File: config.mk
export PLATFORM = sky130hd
export DESIGN_NAME = filter_window_sequencer
export DESIGN_NICKNAME = d
export VERILOG_FILES = /design/src/rtl/filter_seq_pkg.sv /design/src/rtl/filter_window_sequencer_xy_counter.sv /design/src/rtl/filter_window_sequencer.sv
export SDC_FILE = /design/constraint.sdc
export NUM_CORES = 1
export LEC_CHECK = 0
export CAP_MARGIN = 20
export CORE_ASPECT_RATIO = 1.5
export CORE_MARGIN = 8
export CORE_UTILIZATION = 49
export CTS_CLUSTER_DIAMETER = 80
export DETAILED_ROUTE_END_ITERATION = 10
export PLACE_DENSITY = 0.76
export SETUP_SLACK_MARGIN = 0.15
export SLEW_MARGIN = 20
export SYNTH_ARGS = -nofsm -noshare
export SYNTH_HDL_FRONTEND = slang
export SYNTH_SLANG_ARGS = --single-unit
export TNS_END_PERCENT = 100
File: constraint.sdc
create_clock -name clk -period 2 [get_ports clk]
set_input_delay 0.2 -clock clk [delete_from_list [all_inputs] [get_ports clk]]
set_output_delay 0.2 -clock clk [all_outputs]
set_load 0.02 [all_outputs]
File: src/rtl/filter_seq_pkg.sv
// Shared types and default geometry for the 3x3 window sequencer.
package filter_seq_pkg;

  typedef enum logic [1:0] {
    IDLE,
    FILL,
    RUN,
    FLUSH
  } seq_state_t;

  localparam int H_ACT_DEF = 640;
  localparam int V_ACT_DEF = 480;
  localparam int WIN_LAT   = H_ACT_DEF + 1;

  // Window latency in beats: one full line plus one pixel.
  function automatic int win_lat(input int h_act);
    return h_act + 1;
  endfunction

endpackage

File: src/rtl/filter_window_sequencer_xy_counter.sv
// Raster x/y counter: x wraps at H_ACT and carries into y; y never wraps.
module xy_counter
  import filter_seq_pkg::*;
#(
  parameter int H_ACT = H_ACT_DEF,
  parameter int XW    = 10,
  parameter int YW    = 10
) (
  input  logic          clk,
  input  logic          reset,
  input  logic          i_en,
  input  logic          i_clr,
  output logic [XW-1:0] o_x,
  output logic [YW-1:0] o_y
);

  localparam logic [XW-1:0] X_LAST = XW'(H_ACT - 1);

  logic [XW-1:0] r_x;
  logic [YW-1:0] r_y;

  always_ff @(posedge clk) begin
    if (reset || i_clr) begin
      r_x <= '0;
      r_y <= '0;
    end else if (i_en) begin
      if (r_x == X_LAST) begin
        r_x <= '0;
        r_y <= r_y + YW'(1);
      end else begin
        r_x <= r_x + XW'(1);
      end
    end
  end

  assign o_x = r_x;
  assign o_y = r_y;

endmodule

File: src/rtl/filter_window_sequencer.sv
// Frame controller for the 3x3 line-buffer/filter datapath: drives line-buffer
// writes, hides the window latency, flushes the last row and tags results.
module filter_window_sequencer
  import filter_seq_pkg::*;
#(
  parameter int H_ACT = H_ACT_DEF,
  parameter int V_ACT = V_ACT_DEF,
  parameter int XW    = 10,
  parameter int YW    = 10
) (
  input  logic          clk,
  input  logic          reset,
  input  logic          start,
  input  logic          in_valid,
  output logic          in_ready,
  output logic          lb_we,
  output logic          lb_pad,
  output logic [XW-1:0] lb_x,
  output logic [YW-1:0] lb_y,
  output logic          out_valid,
  output logic [XW-1:0] out_x,
  output logic [YW-1:0] out_y,
  output logic          out_border,
  output logic          busy,
  output logic          frame_done
);

  localparam int LAT = win_lat(H_ACT);
  localparam int BW  = $clog2(LAT + 1);

  localparam logic [XW-1:0] X_LAST     = XW'(H_ACT - 1);
  localparam logic [YW-1:0] Y_LAST     = YW'(V_ACT - 1);
  localparam logic [BW-1:0] B_FILL_END = BW'(H_ACT);
  localparam logic [BW-1:0] B_FLUSHED  = BW'(LAT);

  seq_state_t r_state, w_next;

  logic [BW-1:0] r_beat;
  logic          r_out_valid, r_out_border, r_frame_done;
  logic [XW-1:0] r_out_x;
  logic [YW-1:0] r_out_y;

  logic          w_in_ready, w_beat, w_pad, w_prod, w_last;
  logic          w_clr, w_beat_clr;
  logic [XW-1:0] w_ix, w_ox;
  logic [YW-1:0] w_iy, w_oy;
  logic          w_border;

  xy_counter #(.H_ACT(H_ACT), .XW(XW), .YW(YW)) u_in_xy (
    .clk   (clk),
    .reset (reset),
    .i_en  (w_beat),
    .i_clr (w_clr),
    .o_x   (w_ix),
    .o_y   (w_iy)
  );

  xy_counter #(.H_ACT(H_ACT), .XW(XW), .YW(YW)) u_out_xy (
    .clk   (clk),
    .reset (reset),
    .i_en  (w_prod),
    .i_clr (w_clr),
    .o_x   (w_ox),
    .o_y   (w_oy)
  );

  always_ff @(posedge clk) begin
    if (reset) r_state <= IDLE;
    else       r_state <= w_next;
  end

  always_comb begin
    w_next     = r_state;
    w_in_ready = 1'b0;
    w_beat     = 1'b0;
    w_pad      = 1'b0;
    w_prod     = 1'b0;
    w_last     = 1'b0;
    w_clr      = 1'b0;
    w_beat_clr = 1'b0;
    case (r_state)
      IDLE: begin
        if (start) begin
          w_next     = FILL;
          w_clr      = 1'b1;
          w_beat_clr = 1'b1;
        end
      end
      FILL: begin
        w_in_ready = 1'b1;
        w_beat     = in_valid;
        if (in_valid && r_beat == B_FILL_END) w_next = RUN;
      end
      RUN: begin
        w_in_ready = 1'b1;
        w_beat     = in_valid;
        w_prod     = in_valid;
        if (in_valid && w_ix == X_LAST && w_iy == Y_LAST) begin
          w_next     = FLUSH;
          w_beat_clr = 1'b1;
        end
      end
      FLUSH: begin
        // One idle FLUSH cycle after the last beat keeps busy high alongside frame_done.
        if (r_beat != B_FLUSHED) begin
          w_beat = 1'b1;
          w_pad  = 1'b1;
          w_prod = 1'b1;
          w_last = (r_beat == B_FILL_END);
        end else begin
          w_next = IDLE;
        end
      end
      default: w_next = IDLE;
    endcase
  end

  // Beat index is only needed while filling and while flushing.
  always_ff @(posedge clk) begin
    if (reset || w_beat_clr) r_beat <= '0;
    else if (w_beat && r_state != RUN) r_beat <= r_beat + BW'(1);
  end

  assign w_border = (w_ox == '0) || (w_ox == X_LAST) ||
                    (w_oy == '0) || (w_oy == Y_LAST);

  always_ff @(posedge clk) begin
    if (reset) begin
      r_out_valid  <= 1'b0;
      r_out_border <= 1'b0;
      r_frame_done <= 1'b0;
      r_out_x      <= '0;
      r_out_y      <= '0;
    end else begin
      r_out_valid  <= w_prod;
      r_out_border <= w_prod & w_border;
      r_frame_done <= w_last;
      if (w_prod) begin
        r_out_x <= w_ox;
        r_out_y <= w_oy;
      end
    end
  end

  assign in_ready   = w_in_ready;
  assign lb_we      = w_beat;
  assign lb_pad     = w_pad;
  assign lb_x       = w_ix;
  assign lb_y       = w_iy;
  assign out_valid  = r_out_valid;
  assign out_x      = r_out_x;
  assign out_y      = r_out_y;
  assign out_border = r_out_border;
  assign busy       = (r_state != IDLE);
  assign frame_done = r_frame_done;

endmodule

Word level (Yosys, flattened, before mapping)
Cells that the tools add are included.

word-level totals
  register bits = 75
  output and inout bits = 47
  logic and storage cells = 67

cells by class
  $add $sub $neg = 5
  equality and inequality tests = 14
  multiplexer cells = 16
  bitwise gates (word level) = 3
  reduce and logical (&&, ||, !) cells = 18

operator list
  operator                                         number
  adder 10 x 1 -> 10 bit (second input constant)   5
  == test 10 bit (second input constant)           3
  == test 10 x 9 -> 1 bit (second input constant)  2
  zero test 10 bit                                 2
  two-way mux 10 bit                               2
  inequality test 10 bit (second input constant)   1
  inequality test 2 bit (second input constant)    5
  two-way mux 2 bit                                4
  one-hot mux 2 bit (4 select lines)               1
  two-way mux 1 bit                                6
  one-hot mux 1 bit (2 select lines)               3
  logical OR 1 bit                                 5
  == test 2 bit (second input constant)            2
  logical AND 1 bit                                4
  AND reduction 2 bit                              2
  AND reduction 4 bit                              1
  OR reduction 3 bit                               1
  == test 2 x 1 -> 1 bit (second input constant)   1
  zero test 2 bit                                  1
  NOT 1 bit                                        2
  nonzero test 2 bit                               1
  OR reduction 2 bit                               1
  AND 1 bit                                        1

Depth between registers and ports, before layout
Gate-level depths: netlist of the first run.

  depth after elaboration = 6
  mapped depth = 9
  gate-level depth less buffers = 8

Hierarchy
From an unflattened synthesis of the first run, not the netlist that was laid out.

second synthesis, totals
  cells, all modules = 409
  area total of the unflattened synthesis = 3492.1 um^2

modules (own cells, without submodules)
  module                   times used  cells an instance  area an instance (um^2)  sequential area each (um^2)
  xy_counter               2           104                932.1                    400.4
  filter_window_sequencer  1           201                1627.8                   700.7

Least setup slack after synthesis of the first run
Ideal clock, no wire load.

  kind = reg2reg
  from = register r_state[0]
  to = register r_beat[3]
  setup time = 0.124 ns
  arrival time = 1.945 ns
  path slack = -0.069 ns
  cell stages (with the launch flop) = 8
  buffers on the path = 0
  clock period less this slack = 2.069 ns
  cells stage by stage = dfxtp_1 -> inv_1 -> ha_1 -> a21o_1 -> o311ai_2 -> or4b_2 -> xor2_1 -> nor2_1

on the way
  word-level cells in the longest chain between the ends = 4
  elaborated cells on any way between the ends = 10
  classes of those cells = 4 x eq/ne; 2 x mux; 4 x reduce/logical

ends and longest elaborated chain
  item                                                     RTL line                        text
  start: declaration                                       filter_window_sequencer.sv:36   seq_state_t r_state, w_next;
  start signal: assignment                                 filter_window_sequencer.sv:69   else r_state <= w_next;
  == test 2 bit or == test 2 x 1 -> 1 bit (tied branches)  filter_window_sequencer.sv:81   case (r_state)
  OR reduction 2 bit (no source line)                      --
  one-hot mux 1 bit (2 select lines)                       filter_window_sequencer.sv:81
  logical AND 1 bit                                        filter_window_sequencer.sv:121  else if (w_beat && r_state != RUN) r_beat <= r_beat + BW'(1);
  end signal: assignment                                   filter_window_sequencer.sv:121
  end: declaration                                         filter_window_sequencer.sv:38   logic [BW-1:0] r_beat;

Parallel ways exist; a longest one is shown, timed or not.
A chain may end at the register's enable or synchronous reset.

Worst setup path in the final report of the first run
  from = register r_beat[9]
  to = register r_beat[2]

on the way
  word-level cells in the longest chain between the ends = 4

ends and longest elaborated chain
  item                                RTL line                        text
  inequality test 10 bit              filter_window_sequencer.sv:105  if (r_beat != B_FLUSHED) begin
  two-way mux 1 bit                   filter_window_sequencer.sv:105
  one-hot mux 1 bit (2 select lines)  filter_window_sequencer.sv:81
  logical AND 1 bit                   filter_window_sequencer.sv:121

No other way between the ends.

==> results of run 1 <==
==> path summary, 6_finish.rpt <==
check | from | to | slack, ps
hold / removal | out_y[2] | out_y[2] | 450
hold reg to reg | out_y[2] | out_y[2] | 450
setup reg to reg | r_beat[9] | r_beat[2] | -60
setup / recovery | r_beat[9] | r_beat[2] | -60
==> metal layers <==
metal,track usage,vias up
li1,-,1635
met2,0.298,107
met1,0.176,1589
met5,0,-
met3,0.0637,28
met4,0.0929,0
==> power by group <==
part           switching [W]  leakage [nW]  internal, W
sequential         0.0000223         0.608      0.00153
clock               0.000534        0.0905     0.000516
combinational       0.000802          1.06     0.000622
total                0.00136          1.76      0.00267
==> worst register-to-register path, cell delays in order, from the launching register on <==
cell and delay (ps):
sky130_fd_sc_hd__dfxtp_2 330, sky130_fd_sc_hd__or4bb_4 530, sky130_fd_sc_hd__o311ai_4 350, sky130_fd_sc_hd__buf_4 170, sky130_fd_sc_hd__buf_6 120, sky130_fd_sc_hd__buf_6 140, sky130_fd_sc_hd__nor3b_2 50, sky130_fd_sc_hd__xnor2_1 160
sky130_fd_sc_hd__nor2_1 80
==> cell usage in the layout, fill, tap and decap left out, drive strengths merged, types with 2 or more instances in the layout <==
cell	netlist	layout
nor3	4	4
clkinv	0	2
nor2	49	49
nand4	13	13
nor4bb	2	2
nor4	6	6
clkdlybuf4s50	0	46
clkbuf	13	16
a211oi	7	7
xnor2	24	24
a21boi	2	2
o21ai	3	3
nor4b	2	2
xor2	18	18
and3	5	5
nand3	26	26
dfxtp	75	75
dlygate4sd2	0	2
a21o	2	2
buf	11	57
and4	3	3
nand2	64	64
nor3b	2	2
and2	3	3
o22ai	2	2
ha	13	13
inv	14	14
nand2b	3	3
or3	2	2
a21oi	35	35
a2111oi	4	4
a21bo	2	2
==> cell usage after synthesis, types with 2 or more instances <==
cell type                    n  area share
sky130_fd_sc_hd__nor3b_1     2      0.0043
sky130_fd_sc_hd__a21bo_2     2      0.0057
sky130_fd_sc_hd__inv_2       2      0.0021
sky130_fd_sc_hd__a211oi_1    7       0.015
sky130_fd_sc_hd__a21o_1      2      0.0043
sky130_fd_sc_hd__and3_1      5      0.0089
sky130_fd_sc_hd__and2_1      3      0.0053
sky130_fd_sc_hd__nor4bb_1    2      0.0057
sky130_fd_sc_hd__xor2_1     18       0.045
sky130_fd_sc_hd__o21ai_0     2      0.0028
sky130_fd_sc_hd__nor4_1      6       0.011
sky130_fd_sc_hd__clkbuf_1   12       0.013
sky130_fd_sc_hd__nand2_1    64       0.068
sky130_fd_sc_hd__a21oi_1    34       0.048
sky130_fd_sc_hd__ha_1       13       0.046
sky130_fd_sc_hd__a21boi_0    2      0.0043
sky130_fd_sc_hd__nand2b_1    3      0.0053
sky130_fd_sc_hd__buf_2       8       0.011
sky130_fd_sc_hd__nor2_1     49       0.052
sky130_fd_sc_hd__o22ai_1     2      0.0036
sky130_fd_sc_hd__or3_1       2      0.0036
sky130_fd_sc_hd__nor3_1      4      0.0057
sky130_fd_sc_hd__nand4_1    13       0.023
sky130_fd_sc_hd__nand3_1    26       0.037
sky130_fd_sc_hd__dfxtp_1    75        0.43
sky130_fd_sc_hd__inv_1      12       0.013
sky130_fd_sc_hd__and4_1      3      0.0075
sky130_fd_sc_hd__buf_1       2      0.0021
sky130_fd_sc_hd__a2111oi_0   3      0.0075
sky130_fd_sc_hd__xnor2_1    24       0.060
sky130_fd_sc_hd__nor4b_1     2      0.0050
==> registers in the layout, indices dropped and copies added, names as in the netlist <==
| name | flops |
|---|---|
| frame_done | 1 |
| out_border | 1 |
| out_valid | 1 |
| out_x | 10 |
| out_y | 10 |
| r_beat | 10 |
| r_state | 2 |
| u_in_xy.o_x | 10 |
| u_in_xy.o_y | 10 |
| u_out_xy.o_x | 10 |
| u_out_xy.o_y | 10 |
==> kinds of logic after synthesis <==
kind of cell / count (synthesis) / synth area share
buffers and inverters: 38 / 0.0449
AOI/OAI and AO/OA: 63 / 0.117
and+or+nand+nor: 190 / 0.257
adders and majority gates: 13 / 0.0463
DFF: 75 / 0.427
xor gates and xnor gates: 42 / 0.105
muxes: 1 / 0.00285
==> final cells by class <==
cell class	count	area (µm²)	area share
clock inverter	2	10.0	0.00197
multi-input combinational	309	2200	0.433
clock buffer	14	163	0.0321
inverter	14	52.6	0.0104
timing repair buffer	107	1040	0.205
tap	80	100	0.0197
sequential	75	1510	0.298
==> per-stage QoR <==
step / TNS [ps] / hold slack [ps] / cells / util / total power, W
detailed placement: -754 / 446 / 566 / 0.613 / 0.00257
floorplan: 0 / 415 / 422 / - / 0.00221
global route: -577 / 477 / 601 / 0.716 / 0.00419
finish: -150 / 450 / 601 / 0.716 / 0.00403
global placement: -117 / 440 / 566 / 0.613 / 0.00255
CTS: -4.00 / 454 / 588 / 0.659 / 0.00370
==> repair_timing <==
action,CTS,global route
pin swaps,8,32
endpoints found under the setup margin,66,72
resized for setup,36,63
setup buffers,6,10
cloned,0,3
==> results.sh, run 1 <==
export IMPL_mappedNetlistArea_um2=3510
export IMPL_outcome="complete, but fails checks"
export IMPL_end_kind="flop"
export IMPL_slew_violations=0
export IMPL_n_fill_cell=518
export IMPL_fp_row_count=38
export IMPL_timing_critical_path_max_delay_family="simple AND/OR/NAND/NOR gates"
export IMPL_initial_core_util=0.496
export IMPL_die_h_um=120
export IMPL_ctsHoldBuffers=0
export IMPL_cp_arrival_ps=2300
export IMPL_netlist_cell_type_count=49
export IMPL_worst_path_max_fanout=6
export IMPL_first_pass_drt_iterations=4
export IMPL_number_of_enable_flip_flop_cells_after_synthesis=0
export IMPL_total_leakage_power_nw=1.76
export IMPL_postSynthNetCount=439
export IMPL_initial_antenna_violation_count=0
export IMPL_timing_final_ws_setup_ps=-58.1
export IMPL_worstPathCellList="or4bb_4, o311ai_4, buf_4, buf_6, buf_6, nor3b_2, xnor2_1, nor2_1"
export IMPL_syn_to_final_growth_pct=44.3
export IMPL_globalplace_congestion=0.887
export IMPL_max_stage_delay_ps=530
export IMPL_groute_usage_overall=0.173
export IMPL_final_nets=533
export IMPL_drive_above_1_share=0.261
export IMPL_cts_buffers_inserted=9
export IMPL_critical_path_n_buffers_inverters=3
export IMPL_post_synth_inst_count=422
export IMPL_hold_path_cell_count=2
export IMPL_ys_async_sr_fraction=0
export IMPL_post_route_drc_count=0
export IMPL_first_iter_violations=191
export IMPL_dpl_cell_area_um2=4340
export IMPL_route_layer_met1_wl_um=3840
export IMPL_cts_max_path_buffers=2
export IMPL_floorplan_core_area_um2=7080
export IMPL_worst_clock_skew_ps=8.02
export IMPL_detail_route_wl_per_cell_um=16.5
export IMPL_maxCapViolations=0
export IMPL_design_portCount=51
export IMPL_count_of_antenna_diodes_in_the_layout=0
export IMPL_vias_in_the_first_global_route=3203
export IMPL_route_top_layer_used="met4"
export IMPL_tightestPinTransition_ps=727
export IMPL_worst_setup_hold_path_clk_slew_ps=80
export IMPL_max_slew_margin=0.515
export IMPL_failed_checks="negative setup slack"
export IMPL_totalWireLength_um=9910
export IMPL_clock_tree_from_tritoncts="built"
export IMPL_route_antenna_remaining_nets=0
export IMPL_worst_setup_path_type="flop to flop"
export IMPL_dieArea_um2=10200
export IMPL_final_cell_area_um2=5070
export IMPL_syn_mean_instance_area_um2=8.33
export IMPL_num_vias=3359
export IMPL_numClockSinks=75
export IMPL_die_width_um=85.2
export IMPL_cpMostUsedCell="sky130_fd_sc_hd__buf_6"
export IMPL_report_final_hold_viol_count=0
export IMPL_dominantRegCellSynth="sky130_fd_sc_hd__dfxtp_1"
export IMPL_clock_root_buffer="sky130_fd_sc_hd__clkbuf_8"
export IMPL_pwr_density_cell_nw_per_um2=794
export IMPL_worstSetupPathDepth=8
export IMPL_grt_max_degree=24
export IMPL_fraction_of_the_yosys_area_taken_by_sequential_cells=0.427
export IMPL_post_route_min_period_ps=2060
export IMPL_grt_ovfl_total=0
export IMPL_critPathSlowestCell="sky130_fd_sc_hd__or4bb_4"
export IMPL_avgViaCountPerCell=5.59
export IMPL_critical_path_required_ps=2240
export IMPL_place_worst_setup_slack_ps=-96.8
export IMPL_number_of_buffers_inserted_by_port_buffering=50
export IMPL_unrepaired_setup_endpoints_after_global_routing="true"
export IMPL_htree_levels=3
export IMPL_irDropWorstVdd_mv=0.616
export IMPL_worst_r2r_path_depth=8
export IMPL_count_of_warnings_emitted_by_yosys=0
export IMPL_global_route_wire_length_before_repair_um=14300
export IMPL_finalSetupViolations=6
export IMPL_hp_class="flop to flop"
export IMPL_ys_seq_elements=75
export IMPL_place_hpwl_um=6130
export IMPL_final_min_period_over_clock_period=1.03
export IMPL_insertion_delay_ps=360
export IMPL_dr_wl_met2_um=5210
export IMPL_critical_path_startpoint_type="flop"
export IMPL_met3WireLength_um=550
export IMPL_achievable_frequency_mhz=486
No activity file was read; power rests on OpenSTA's default activity.
==> inputs of run 2 (changes only) <==
--- a/config.mk
+++ b/config.mk
@@ -8,10 +8,10 @@
 export CAP_MARGIN = 20
 export CORE_ASPECT_RATIO = 1.5
 export CORE_MARGIN = 8
-export CORE_UTILIZATION = 49
+export CORE_UTILIZATION = 50
 export CTS_CLUSTER_DIAMETER = 80
 export DETAILED_ROUTE_END_ITERATION = 10
-export PLACE_DENSITY = 0.76
+export PLACE_DENSITY = 0.74
 export SETUP_SLACK_MARGIN = 0.15
 export SLEW_MARGIN = 20
 export SYNTH_ARGS = -nofsm -noshare
==> constraint.sdc (replaced) <==
create_clock -name clk -period 2.6 [get_ports clk]
set_input_delay 0.26 -clock clk [delete_from_list [all_inputs] [get_ports clk]]
set_output_delay 0.26 -clock clk [all_outputs]
set_load 0.02 [all_outputs]
==> run 2 against run 1 <==
  * The run now ends clean
  * Global-route usage decreased by 0.51 points
  * Sequential share of layout area grew 4.9 points
  * Flip-flop and latch count unchanged
  * Sequential power is 23% lower
  * Core utilization decreased by 8.5 points
  * Routed wire length fell by 18%
  * Clock-buffer cell count decreased by 4
  * Die area decreased by 1.7%
  * Worst setup slack improved by 270 ps
  * Clock power fell by 13%
  * Hold slack better by 2.1 ps
  * Combinational power decreased by 53%
==> results.sh, run 2 (same netlist as run 1, synthesis figures left out) <==
export IMPL_sequentialPowerShare=0.432
export IMPL_first_iter_violations=247
export IMPL_post_route_min_period_ps=2390
export IMPL_dpl_cell_area_um2=4090
export IMPL_worst_path_max_fanout=19
export IMPL_grt_util_met2=0.296
export IMPL_clock_tree_from_tritoncts="built"
export IMPL_totalWireLength_um=8160
export IMPL_cp_arrival_ps=2130
export IMPL_worstPathCellList="inv_1, ha_1, a31o_4, inv_2, clkdlybuf4s50_1"
export IMPL_initial_antenna_violation_count=0
export IMPL_final_cell_area_um2=4320
export IMPL_power_report_internal_total_w=0.00188
export IMPL_clock_power_share=0.328
export IMPL_place_worst_setup_slack_ps=356
export IMPL_vias_in_the_first_global_route=3120
export IMPL_layout_cells_most_common_list="75 x sky130_fd_sc_hd__dfxtp_1, 64 x sky130_fd_sc_hd__nand2_1, 49 x sky130_fd_sc_hd__nor2_1, 49 x sky130_fd_sc_hd__clkdlybuf4s50_1, 34 x sky130_fd_sc_hd__a21oi_1"
export IMPL_globalplace_congestion=0.859
export IMPL_die_h_um=119
export IMPL_dieArea_um2=10000
export IMPL_critPathSlowestCell="sky130_fd_sc_hd__clkdlybuf4s50_1"
export IMPL_slew_violations=0
export IMPL_outcome="finished clean"
export IMPL_grt_max_degree=27
export IMPL_tightestPinTransition_ps=579
export IMPL_worst_clock_skew_ps=6.40
export IMPL_max_slew_margin=0.604
export IMPL_detail_route_wl_per_cell_um=14.7
export IMPL_number_of_buffers_inserted_by_port_buffering=50
export IMPL_share_comb_of_total_power=0.240
export IMPL_ctsHoldBuffers=0
export IMPL_timing_final_ws_setup_ps=210
export IMPL_gr_max_usage_layer="met2"
export IMPL_cts_buffers_inserted=9
export IMPL_global_route_wire_length_before_repair_um=14100
export IMPL_htree_levels=3
export IMPL_initial_core_util=0.513
export IMPL_drive_above_1_share=0.0800
export IMPL_grt_ovfl_total=0
export IMPL_floorplan_core_area_um2=6850
export IMPL_irDropWorstVdd_mv=0.466
export IMPL_route_antenna_remaining_nets=0
export IMPL_critical_path_required_ps=2340
export IMPL_power_share_switching=0.326
export IMPL_worst_setup_path_type="flop to output port"
export IMPL_cts_max_path_buffers=2
export IMPL_final_nets=487
export IMPL_achievable_frequency_mhz=418
export IMPL_die_width_um=84.5
export IMPL_layout_cells_most_common="sky130_fd_sc_hd__dfxtp_1"
export IMPL_pwr_density_cell_nw_per_um2=645
export IMPL_maxCapViolations=0
export IMPL_final_cells=553
export IMPL_count_of_antenna_diodes_in_the_layout=0
export IMPL_netSwitchingPower_w=0.000908
export IMPL_end_kind="output port"
export IMPL_report_final_hold_viol_count=0
export IMPL_hp_class="flop to flop"
export IMPL_worst_setup_hold_path_clk_slew_ps=80
export IMPL_finalSetupViolations=0
export IMPL_final_util=0.631
export IMPL_syn_to_final_growth_pct=23.0
export IMPL_post_route_drc_count=0
export IMPL_total_leakage_power_nw=1.46
export IMPL_avgViaCountPerCell=5.67
export IMPL_groute_usage_overall=0.168
export IMPL_place_hpwl_um=5870
export IMPL_design_portCount=51
export IMPL_critical_path_startpoint_type="flop"
export IMPL_numClockSinks=75
export IMPL_final_min_period_over_clock_period=0.919
export IMPL_n_fill_cell=615
export IMPL_met3_usage_grt=0.0381
export IMPL_insertion_delay_ps=350
export IMPL_first_pass_drt_iterations=4
export IMPL_final_setup_tns_ps=0
export IMPL_max_stage_delay_ps=610
export IMPL_num_vias=3138
export IMPL_unrepaired_setup_endpoints_after_global_routing="true"
export IMPL_fp_row_count=37
export IMPL_cts_setup_buffers=0
export IMPL_place_inst=537
export IMPL_clock_root_buffer="sky130_fd_sc_hd__clkbuf_8"
export IMPL_use_met1=0.181
## run 2: changes by cell type in the layout (fill, tap and decap cells not counted), sizes merged
| cell | before | now |
|---|---|---|
| clkinv | 2 | 4 |
| clkinvlp | 0 | 1 |
| bufinv | 0 | 1 |
| clkbuf | 16 | 10 |
| dlygate4sd2 | 2 | 1 |
| buf | 57 | 11 |
| clkdlybuf4s50 | 46 | 49 |
## run 2: layout make-up
type	instances	area [µm²]	share of cell area
Sequential cell	75	1500	0.347
Clock buffer	10	138	0.0318
Inverter	14	52.6	0.0122
Multi-Input combinational cell	309	1890	0.437
Tap cell	78	97.6	0.0226
Timing Repair Buffer	61	582	0.135
Clock inverter	6	65.1	0.0150
## run 2: final timing paths
path	startpoint	to	slack, ps	cells after the start
max	r_beat[1]	lb_pad	210	5
min	out_x[0]	out_x[0]	450	2
max reg2reg	r_state[0]	u_in_xy.o_x[1]	420	9
min reg2reg	out_x[0]	out_x[0]	450	2
## run 2: repair_timing
item                       CTS  global route
resized for setup            2             4
cloned                       0             0
setup endpoints to repair    2             3
pin swaps                    1             0
hold endpoints to repair     0             0
## run 2: per-layer routing
layer,wire (µm),vias up
met4,184,0
met5,0,-
li1,-,1541
met2,4130,95
met3,442,17
met1,3390,1485
## run 2: worst max-delay path: cells and delay by family (launching register included)
family                     cells  cell delay [ps]
buffers and inverters          3              810
DFF                            1              420
AOI/OAI and AO/OA              1              330
adders and majority gates      1              220
## run 2: through the flow
stage                     power [W]  hold WS [ps]
after floorplan             0.00167           462
after global placement      0.00187           440
after detailed placement    0.00188           444
after CTS                   0.00279           456
after global routing        0.00292           474
final                       0.00279           452
## run 2: power by group through the flow
stage	registers, W	clock network, W	logic [W]
after floorplan	0.00123	0	0.000432
after global placement	0.00123	0	0.000646
after detailed placement	0.00123	0	0.000652
after CTS	0.00120	0.000930	0.000654
after global routing	0.00121	0.000985	0.000728
final	0.00120	0.000916	0.000669
==> patch 1 (settings of run 2) <==
Re-encode `seq_state_t` (4 states) as one-hot, 4 bits wide.
--- a/src/rtl/filter_seq_pkg.sv
+++ b/src/rtl/filter_seq_pkg.sv
@@ -2,9 +2,9 @@
 package filter_seq_pkg;
 
-  typedef enum logic [1:0] {
-    IDLE,
-    FILL,
-    RUN,
-    FLUSH
+  typedef enum logic [3:0] {
+    IDLE  = 4'b0001,
+    FILL  = 4'b0010,
+    RUN   = 4'b0100,
+    FLUSH = 4'b1000
   } seq_state_t;
 
Check against the original RTL: same outputs for any inputs over 10 cycles, from zero or initial values and one cycle with reset high; not proved beyond that.
==> patch 1 against run 2 <==
  * Critical path type unchanged
  * Worst setup slack gained 0.013 ns
  * Clock skew grew 0.0018 ns
  * Sequential cell count is 2 higher
  * Final area up 3.5%
  * Sequential share of layout area is 0.28 points lower
  * Die area is 4.3% higher
  * Highest routed layer unchanged
  * Routed wire length rose by 1.6%
  * Via count is 2.2% higher
  * Count of clock-buffer cells in the layout up 3
  * Synthesized cell count increased by 2.6%
  * Synthesized area increased by 5.1%
  * Global-route usage shrank 0.091 points
  * Critical endpoint unchanged
Power is not compared: it rests on default switching activity, and its combinational part moved more than twofold at a synthesized area within 25%.
==> patch 1: results (changes against run 2) <==
- Fin crit period: 2.377 ns (was 2.390 ns)
- Vias in the first global route: 3135 (was 3120)
- Crit path max-delay family: simple AND/OR/NAND/NOR gates (was buffers and inverters)
- DR WL/cell: 14.12 um (was 14.75 um)
- Net Count, Synth: 446 (was 439)
- Synth Instances: 433 (was 422)
- Initial DRC count: 85 (was 247)
- Total number of vias: 3206 (was 3138)
- Status: complete, no violations (unchanged)
- Worst Hold Path EP: out_x[8] (was out_x[0])
- Inverters: 13 (was 14)
- Multi-input gate share of total cell area: 44.76% (was 43.66%)
- Non-filler instance count after layout: 587 (was 553)
- Met3 usage: 3.390% (was 3.814%)
- Detail Placement HPWL: 6071 um (was 5872 um)
- Slowest stage cell, crit path: or4_4 (was clkdlybuf4s50_1)
- Seq area share: 34.44% (was 34.72%)
- Metal-1 WL: 3448 um (was 3394 um)
- Routability cong.: 0.8913 (was 0.8589)
- Global-route wire length before repair: 14160 um (was 14070 um)
- Post-synthesis register bit count: 77 (was 75)
- Pre-CTS setup slack: 0.2422 ns (was 0.3560 ns)
- GRT Overall Usage: 16.67% (was 16.76%)
- Comb_multi_in: 321 (was 309)
- Drt pass-1 iters: 6 (was 4)
- CTS resizes: 3 (was 2)
- Crit-path max FO: 22 (was 19)
- Met2 wire len: 4256 um (was 4133 um)
- Slew HR: 61.85% (was 60.40%)
- Critical Path Start: r_beat[2] (was r_beat[1])
- Layout cell share with drive strength beyond 1: 8.008% (was 8.000%)
- ClkCell Share: 3.886% (was 4.687%)
- GR Layer Usage met1: 17.81% (was 18.07%)
- GR Layer Usage met2: 29.24% (was 29.64%)
- Synth top cells by count: dfxtp_1, nand2_1, nor2_1 (unchanged)
- Share of the yosys chip area belonging to registers: 41.72% (was 42.72%)
patch 1: changes by cell type in the layout (fill, tap and decap cells not counted), sizes merged, moves of 4 or more:
cell,delta
o21ai,+6
o2111ai,+7
nor2,+6
a2111oi,+6
and3,-4
ha,-4
nand3,-6
o211ai,+6
nand4,-4
nor3,+5
patch 1: logic make-up after synthesis:
logic type | count (synthesis) | synth area share (%)
multiplexers | 2 | 0.5418
flip-flops | 77 | 41.72
XOR/XNOR | 43 | 10.19
AND/OR/NAND/NOR | 186 | 24.31
buffers and inverters | 35 | 4.368
adder cells (fa/ha/maj) | 9 | 3.048
AO/OA/AOI/OAI | 81 | 15.81
patch 1: stage by stage:
step	hold slack, ns	cell area, sq um	utilization, %
2_1_floorplan	0.4622	3695	-
3_3_place_gp	0.4388	4290	59.76
3_5_place_dp	0.4420	4290	59.76
4_1_cts	0.4524	4467	62.22
5_1_grt	0.4672	4476	62.34
6_report	0.4486	4476	62.34
==> patch 2 (config.mk and constraints of run 2) <==
Without the edit above. `XW` is set to 10 in 2 places; all go to 12.
--- a/src/rtl/filter_window_sequencer_xy_counter.sv
+++ b/src/rtl/filter_window_sequencer_xy_counter.sv
@@ -4,5 +4,5 @@
 #(
   parameter int H_ACT = H_ACT_DEF,
-  parameter int XW    = 10,
+  parameter int XW    = 12,
   parameter int YW    = 10
 ) (
--- a/src/rtl/filter_window_sequencer.sv
+++ b/src/rtl/filter_window_sequencer.sv
@@ -6,5 +6,5 @@
   parameter int H_ACT = H_ACT_DEF,
   parameter int V_ACT = V_ACT_DEF,
-  parameter int XW    = 10,
+  parameter int XW    = 12,
   parameter int YW    = 10
 ) (
Ports: changed (resized lb_x and out_x); port bits go from 51 to 55. No check against the original RTL was run, so the function may have changed too.
==> patch 2 against run 2 <==
  * Synthesized area rose by 9.3%
  * Worst hold slack got worse by 0.0061 ns
  * Combinational power fell by 4.0%
  * Routed wire length rose by 10%
  * Cell count rose by 11%
  * Sequential cell count rose by 6
  * Final area rose by 12%
  * Register-to-register slack got worse by 0.13 ns
  * Highest routed layer unchanged
  * Worst setup slack improved by 0.076 ns
  * Count of clock-buffer cells in the layout did not move
  * First-iteration DRC count fell by 17%
  * Critical path type unchanged
  * Utilization rose by 1.3 points
  * Total power rose by 24%
==> patch 2: results (changes against run 2) <==
- Status: complete, no violations (unchanged)
- Synth top cells by count: dfxtp_1, nand2_1, nor2_1 (unchanged)
- Global-route wire length before repair: 14740 um (was 14070 um)
- GRT Overall Usage: 17.12% (was 16.76%)
- Fill count: 672 (was 615)
- Detail Placement HPWL: 6376 um (was 5872 um)
- Leakage: 1.664 nW (was 1.458 nW)
- Crit-path max FO: 10 (was 19)
- Clk_skew: 0.005052 ns (was 0.006396 ns)
- Mux share of post-synthesis cell area: 1.043% (was 0.2848%)
- Metal-1 WL: 3551 um (was 3394 um)
- Synth top area cells: dfxtp_1, nand2_1, xor2_1, nor2_1, a21oi_1 (was dfxtp_1, nand2_1, xnor2_1, nor2_1, a21oi_1)
- P_sw: 0.9394 mW (was 0.9084 mW)
- Layout cell share with drive strength beyond 1: 7.617% (was 8.000%)
- Worst vdd ir: 0.5951 mV (was 0.4657 mV)
- Post-synthesis register bit count: 81 (was 75)
- Later-pin clock latency in the skew report: 0.33 ns (was 0.35 ns)
- Critical Path Start: r_beat[2] (was r_beat[1])
- Register-to-register path setup slack: 0.29 ns (was 0.42 ns)
- Met2 wire len: 4676 um (was 4133 um)
- Synth Area in Adders: 4.236% (was 4.628%)
- CP Data Arrival Time: 2.05 ns (was 2.13 ns)
- Pre-CTS setup slack: 0.3477 ns (was 0.3560 ns)
- Worst R2R Start: r_state[1] (was r_state[0])
- Buffers, non-clock: 66 (was 61)
- Routability cong.: 0.8846 (was 0.8589)
- Clk pin slew, worst setup/hold paths: 0.06 ns (was 0.08 ns)
- Net Count, Synth: 471 (was 439)
- GR Layer Usage met2: 30.97% (was 29.64%)
- Share of the yosys chip area belonging to registers: 42.23% (was 42.72%)
- Layout Nets: 524 (was 487)
- ClkCell Share: 7.422% (was 4.687%)
- Reg2Reg Depth: 8 (was 9)
- Clk root buf: clkbuf_16 (was clkbuf_8)
- Multi-input logic area: 0.002063 sq mm (was 0.001888 sq mm)
- GR Layer Usage met1: 17.50% (was 18.07%)
- Largest net degree at the start of global routing: 31 (was 27)
- Met3 usage: 4.524% (was 3.814%)
- P_clk: 1.51 mW (was 0.916 mW)
- Synth Area in XOR/XNOR: 8.895% (was 10.47%)
- Complex-gate fraction of the synthesized area: 11.50% (was 11.68%)
- Comb_multi_in: 338 (was 309)
- Port Buffers: 54 (was 50)
- RR Endpoint: u_in_xy.o_y[5] (was u_in_xy.o_x[1])
- Inverters: 11 (was 14)
- Total number of vias: 3353 (was 3138)
[patch 2: cell types whose count changed after synthesis, moves of 4 or more]
cell / delta
and2_1: +6
buf_2: -5
clkbuf_1: +4
dfxtp_1: +6
nand2_1: +5
nand3_1: -12
nand4_1: +4
o211ai_1: +5
o21ai_0: +5
xnor2_1: -8
xor2_1: +5
[patch 2: metrics by stage]
| stage | total power, mW | hold WS, ns | area, sq um | instances |
|---|---|---|---|---|
| after global placement | 1.943 | 0.4385 | 4477 | 597 |
| after floorplan | 1.762 | 0.4610 | 3840 | 454 |
| after detailed placement | 1.956 | 0.4431 | 4477 | 597 |
| after global routing | 3.583 | 0.4613 | 4838 | 614 |
| after CTS | 3.459 | 0.4502 | 4833 | 613 |
| final | 3.449 | 0.4461 | 4838 | 614 |
[patch 2: critical path: stages, from the launching register on]
cell,delay [ns]
dfxtp_1,0.36
or4_1,0.57
o31ai_2,0.28
inv_2,0.17
dlygate4sd2_1,0.35
